**src/rtl/rd_tracker_if.sv**
```systemverilog
// Bundle between the ID stage and the destination-register tracker.
// The master drives the ID-stage instruction fields and the flush request.
// The slave returns the in-flight destinations, the load-use stall and the
// stall statistics counter.
interface rd_tracker_if #(
   parameter int no_of_registers = 32
);
   localparam int RW = $clog2(no_of_registers);

   logic          id_valid;
   logic [6:0]    opcode_id;
   logic [RW-1:0] rd_id;
   logic [RW-1:0] rs1_id;
   logic [RW-1:0] rs2_id;
   logic          flush;
   logic [RW-1:0] rd_pre;
   logic [RW-1:0] rd_pre_pre;
   logic [RW-1:0] rd_pre_pre_pre;
   logic          stall;
   logic [15:0]   stall_count;

   modport master (
      output id_valid, opcode_id, rd_id, rs1_id, rs2_id, flush,
      input  rd_pre, rd_pre_pre, rd_pre_pre_pre, stall, stall_count
   );

   modport slave (
      input  id_valid, opcode_id, rd_id, rs1_id, rs2_id, flush,
      output rd_pre, rd_pre_pre, rd_pre_pre_pre, stall, stall_count
   );
endinterface

```
**src/rtl/rd_tracker.sv**
```systemverilog
// Destination-register tracker for a 5-stage in-order pipeline.
// It follows the rd of the instructions in EX, MEM and WB for the forwarding
// unit, and it detects load-use hazards against the EX stage. On a hazard it
// raises a one-cycle stall and injects a bubble into EX. A two-state FSM
// guarantees that the stall never lasts more than one cycle.
module rd_tracker #(
   parameter int no_of_registers = 32
) (
   input logic       clk,
   input logic       rst,
   rd_tracker_if.slave bus
);
   localparam int RW = $clog2(no_of_registers);

   localparam logic [6:0] OP_LOAD   = 7'b0000011;
   localparam logic [6:0] OP_STORE  = 7'b0100011;
   localparam logic [6:0] OP_BRANCH = 7'b1100011;
   localparam logic [6:0] OP_REG    = 7'b0110011;

   typedef enum logic {
      RUN    = 1'b0,
      BUBBLE = 1'b1
   } state_t;

   state_t        state_reg;
   state_t        state_next;
   logic [RW-1:0] ex_rd;
   logic [RW-1:0] mem_rd;
   logic [RW-1:0] wb_rd;
   logic          ex_is_load;
   logic [15:0]   stall_count_reg;

   logic [RW-1:0] rd_eff;
   logic          writes_rd;
   logic          uses_rs2;
   logic          hazard;
   logic          stall;
   logic [RW-1:0] src_idx  [2];
   logic [1:0]    src_used;
   logic [1:0]    src_match;

   // Decode which fields of the ID-stage instruction are meaningful.
   always_comb begin
      writes_rd = (bus.opcode_id != OP_STORE) && (bus.opcode_id != OP_BRANCH);
      uses_rs2  = (bus.opcode_id == OP_REG) || (bus.opcode_id == OP_STORE) ||
                  (bus.opcode_id == OP_BRANCH);
      rd_eff    = (bus.id_valid && writes_rd) ? bus.rd_id : '0;
   end

   assign src_idx[0]  = bus.rs1_id;
   assign src_idx[1]  = bus.rs2_id;
   assign src_used[0] = 1'b1;
   assign src_used[1] = uses_rs2;

   // Each source operand is compared against the load destination in EX.
   generate
      for (genvar gi = 0; gi < 2; gi++) begin : g_src
         assign src_match[gi] = src_used[gi] && (src_idx[gi] == ex_rd);
      end
   endgenerate

   // x0 never creates a dependency, so a zero EX destination masks the match.
   assign hazard = bus.id_valid && ex_is_load && (ex_rd != '0) && (|src_match);

   // State register of the FSM.
   always_ff @(posedge clk) begin
      if (rst) begin
         state_reg <= RUN;
      end else begin
         state_reg <= state_next;
      end
   end

   // Next-state logic: a stall always gets exactly one bubble cycle after it.
   always_comb begin
      state_next = RUN;
      if (state_reg == RUN && stall) begin
         state_next = BUBBLE;
      end
   end

   // Output logic: a flush kills the consumer, so it overrides the hazard.
   always_comb begin
      stall = 1'b0;
      if (state_reg == RUN) begin
         stall = hazard && !bus.flush;
      end
   end

   // Pipeline of destinations. MEM and WB always advance; EX takes a bubble
   // on a stall or a flush.
   always_ff @(posedge clk) begin
      if (rst) begin
         ex_rd      <= '0;
         mem_rd     <= '0;
         wb_rd      <= '0;
         ex_is_load <= 1'b0;
      end else begin
         mem_rd <= ex_rd;
         wb_rd  <= mem_rd;
         if (stall || bus.flush) begin
            ex_rd      <= '0;
            ex_is_load <= 1'b0;
         end else begin
            ex_rd      <= rd_eff;
            ex_is_load <= bus.id_valid && (bus.opcode_id == OP_LOAD);
         end
      end
   end

   // Saturating count of stall cycles.
   always_ff @(posedge clk) begin
      if (rst) begin
         stall_count_reg <= '0;
      end else if (stall && stall_count_reg != 16'hFFFF) begin
         stall_count_reg <= stall_count_reg + 16'd1;
      end
   end

   assign bus.rd_pre         = ex_rd;
   assign bus.rd_pre_pre     = mem_rd;
   assign bus.rd_pre_pre_pre = wb_rd;
   assign bus.stall          = stall;
   assign bus.stall_count    = stall_count_reg;
endmodule

```
**src/flat_wrapper.sv**
```systemverilog
// flat-port wrapper written by rule: the top's interface ports become plain ports
module rd_tracker_flat 
#(
   parameter int no_of_registers = 32
)
  (clk, rst, bus_id_valid, bus_opcode_id, bus_rd_id, bus_rs1_id, bus_rs2_id, bus_flush, bus_rd_pre, bus_rd_pre_pre, bus_rd_pre_pre_pre, bus_stall, bus_stall_count);
  rd_tracker_if #(.no_of_registers(no_of_registers)) bus_i ();
  input logic clk;
  input logic rst;
  input wire logic [$bits(bus_i.id_valid)-1:0] bus_id_valid;
  input wire logic [$bits(bus_i.opcode_id)-1:0] bus_opcode_id;
  input wire logic [$bits(bus_i.rd_id)-1:0] bus_rd_id;
  input wire logic [$bits(bus_i.rs1_id)-1:0] bus_rs1_id;
  input wire logic [$bits(bus_i.rs2_id)-1:0] bus_rs2_id;
  input wire logic [$bits(bus_i.flush)-1:0] bus_flush;
  output wire logic [$bits(bus_i.rd_pre)-1:0] bus_rd_pre;
  output wire logic [$bits(bus_i.rd_pre_pre)-1:0] bus_rd_pre_pre;
  output wire logic [$bits(bus_i.rd_pre_pre_pre)-1:0] bus_rd_pre_pre_pre;
  output wire logic [$bits(bus_i.stall)-1:0] bus_stall;
  output wire logic [$bits(bus_i.stall_count)-1:0] bus_stall_count;
  assign bus_i.id_valid = bus_id_valid;
  assign bus_i.opcode_id = bus_opcode_id;
  assign bus_i.rd_id = bus_rd_id;
  assign bus_i.rs1_id = bus_rs1_id;
  assign bus_i.rs2_id = bus_rs2_id;
  assign bus_i.flush = bus_flush;
  assign bus_rd_pre = bus_i.rd_pre;
  assign bus_rd_pre_pre = bus_i.rd_pre_pre;
  assign bus_rd_pre_pre_pre = bus_i.rd_pre_pre_pre;
  assign bus_stall = bus_i.stall;
  assign bus_stall_count = bus_i.stall_count;
  rd_tracker #(.no_of_registers(no_of_registers)) u_core (.clk(clk), .rst(rst), .bus(bus_i));
endmodule
```
**config.mk**
```make
export PLATFORM = sky130hd
export DESIGN_NAME = rd_tracker_flat
export DESIGN_NICKNAME = d
export VERILOG_FILES = /design/src/rtl/rd_tracker_if.sv /design/src/rtl/rd_tracker.sv /design/src/flat_wrapper.sv
export SDC_FILE = /design/constraint.sdc
export NUM_CORES = 1
export LEC_CHECK = 0
export CORE_MARGIN = 10
export CORE_UTILIZATION = 38
export DETAILED_ROUTE_END_ITERATION = 8
export PLACE_DENSITY = 0.81
export SYNTH_ARGS = -nofsm -noshare
export SYNTH_HDL_FRONTEND = slang
export SYNTH_SLANG_ARGS = --single-unit
```
**constraint.sdc**
```tcl
create_clock -name clk -period 1.8 [get_ports clk]
set_clock_uncertainty 0.1 [all_clocks]
set_input_delay 0.18 -clock clk [delete_from_list [all_inputs] [get_ports clk]]
set_output_delay 0.18 -clock clk [all_outputs]
set_load 0.02 [all_outputs]
```
==> reports/qor.txt <==
outcome: finished with violations
failing checks: setup timing
fmax: 469 MHz
Tot Pwr: 1.43 mW
CTS sink cnt: 33
Yosys top cell by area: dfxtp_1
Starting Density: 39.3%
first-iteration detailed-routing DRC count: 160
Distinct cells, synth: 36
count of pins over their slew limit: 0
Die Height: 81.6 um
full die area: 0.00665 mm^2
RSZ-0062 raised after global routing: yes
layout cells sized above 1: 33.7%
number of diodes: 0
Wirelength per Cell: 16.8 um
Post-CTS Hold Buffers: 0
Via density: 5.17
Crit. End Element: flip-flop
final setup vio count: 23
vias in the first global route: 1,633
Post-DRT Antenna Nets: 0
Die W: 81.6 um
H-Tree Depth: 2
synth warn: 0
Tmin final: 2.13 ns
CP Launch Type: input pin
fin area: 0.00266 mm^2
Final #Nets: 287
DRC viols: 0
gr ovfl total: 0
Max FO, Critical Path: 6
Critical Setup Path Class: input pin to flip-flop
register area share after synthesis: 45.9%
clk slew on worst S/H paths: 0.07 ns
period utilization: 118%
critical path data required time: 1.88 ns
Synth top area share: 45.9%
final hold slack: 0.351 ns
Netlist Area Pre-Place: 0.00144 mm^2
IO Pins: 58
PD cells: 538 mW/mm^2
Post-Place Cells: 292
first-pass GRT wire length: 7470 um
worst vdd ir: 0.000487 V
fin cells: 309
DRT Wirelength: 5180 um
Final WS setup: -0.330 ns
Slew @ Worst Pin: 0.373 ns
worst hold path class: input pin to flip-flop
Cells after Synth: 157
drt pass-1 iters: 4
Total Neg Setup Slack: -5.00 ns
largest net degree at the start of global routing: 31
Slew HR: 74.8%
critical path arrival: 2.21 ns
leakage power total: 1.03 nW
vias: 1,596
I/O Buffers: 57
maxcap violations: 0
max FFs per register: 16
Root Driver: clkbuf_8
RD Place Congestion: 0.783
worst skew pair latency: 0.29 ns
Synth area leaders: dfxtp_1, nor2b_1, a21oi_1
Final HPWL DP: 3360 um
CTS tree: built
initial antenna violation count: 0
FP Rows: 22
FF+latch count, synth: 33
Core Region: 0.00366 mm^2
Area Growth Syn to Fin: 84.5%
total track usage: 14.3%
placed inst area: 0.00237 mm^2
Mapped Avg Cell Area: 9.17 um^2
Fill cells: 252
CTS buffer count: 5
final hold vios: 0
post-synth net total: 184
Max clock buf depth: 2
-- per-stage QoR --
stage	util [%]	setup WS, ns
final	72.6	-0.330
after CTS	68.9	-0.316
after global routing	72.6	-0.424
after floorplan	-	-0.132
after global placement	64.7	-0.516
after detailed placement	64.7	-0.608
-- logic make-up after synthesis --
kind of cell | after synthesis | share of synthesized area (%)
AO/OA/AOI/OAI | 27 | 10.6
XOR/XNOR | 11 | 6.69
adder cells (fa/ha/maj) | 1 | 0.869
buffers and inverters | 7 | 2.43
flip-flops | 33 | 45.9
multiplexers | 2 | 1.56
AND/OR/NAND/NOR | 76 | 32.0
-- cells in the mapped netlist, drive strengths merged --
cell type  number
a211o           1
a21oi          14
and2            6
and3            3
and3b           1
and4            3
and4bb          1
buf             3
clkbuf          2
dfxtp          33
ha              1
inv             2
mux2            2
nand2           7
nand2b          1
nand3          11
nand4           3
nand4b          1
nor2            3
nor2b          12
nor3            8
nor3b           1
nor4            2
o21ai          10
o31ai           1
o41ai           1
or3             9
or4             3
or4b            1
xnor2           4
xor2            7
-- placed cells by master, fill, tap and decap left out, drive strengths merged --
master | netlist | layout
a211o | 1 | 1
a21oi | 14 | 14
and2 | 6 | 6
and3 | 3 | 3
and3b | 1 | 1
and4 | 3 | 3
and4bb | 1 | 1
buf | 3 | 45
clkbuf | 2 | 5
clkdlybuf4s50 | 0 | 52
clkinv | 0 | 2
clkinvlp | 0 | 1
dfxtp | 33 | 33
dlymetal6s2s | 0 | 4
ha | 1 | 1
inv | 2 | 2
mux2 | 2 | 2
nand2 | 7 | 7
nand2b | 1 | 1
nand3 | 11 | 11
nand4 | 3 | 3
nand4b | 1 | 1
nor2 | 3 | 3
nor2b | 12 | 12
nor3 | 8 | 8
nor3b | 1 | 1
nor4 | 2 | 2
o21ai | 10 | 10
o31ai | 1 | 1
o41ai | 1 | 1
or3 | 9 | 9
or4 | 3 | 3
or4b | 1 | 1
xnor2 | 4 | 4
xor2 | 7 | 7
-- final timing paths --
check	start	end	slack, ns	cells after the start
hold / removal	bus_rd_id[4]	u_core.bus.rd_pre[4]	0.35	2
hold reg to reg	u_core.bus.rd_pre_pre[2]	u_core.bus.rd_pre_pre_pre[2]	0.36	1
setup / recovery	bus_rs2_id[0]	u_core.bus.stall_count[10]	-0.33	8
setup reg to reg	u_core.bus.rd_pre[3]	u_core.bus.stall_count[10]	-0.32	7
-- cell type report --
type,instances,area [um^2],share of cell area [%]
clock buffer,5,68.8,2.59
inverter,2,7.51,0.282
clock inverter,3,17.5,0.659
timing repair buffer,101,951,35.8
tap,48,60.1,2.26
multi-input combinational,117,876,33.0
sequential,33,677,25.5
-- worst max-delay path, stage by stage --
cell	delay, ns
clkdlybuf4s50_1	0.45
xor2_1	0.17
nor3_2	0.19
nand4_1	0.21
a211o_4	0.41
buf_6	0.14
nor3_4	0.16
mux2_4	0.31
-- repair_timing --
action / 4_1_cts / 5_1_grt
setup endpoints to repair: 22 / 22
resized for setup: 12 / 24
pin swaps: 15 / 12
endpoints found under the hold margin: 0 / 0
buffers inserted: 5 / 5
-- layer usage --
| layer | global-route usage, % | part of all wire (%) | up-vias | wire length, um |
|---|---|---|---|---|
| met2 | 25.2 | 53 | 54 | 2730 |
| met4 | 6.40 | 2.6 | 0 | 136 |
| met3 | 4.91 | 6.2 | 10 | 321 |
| met1 | 15.1 | 38 | 759 | 1990 |
| met5 | 0 | 0 | - | 0 |
| li1 | - | - | 773 | - |
-- report_power, final --
| group | leakage (nW) | total, mW | internal [mW] | switching (mW) |
|---|---|---|---|---|
| registers | 0.271 | 0.739 | 0.734 | 0.00482 |
| clock network | 0.0439 | 0.551 | 0.267 | 0.285 |
| logic | 0.718 | 0.140 | 0.0859 | 0.0544 |
No activity file was read; power rests on OpenSTA's default activity.
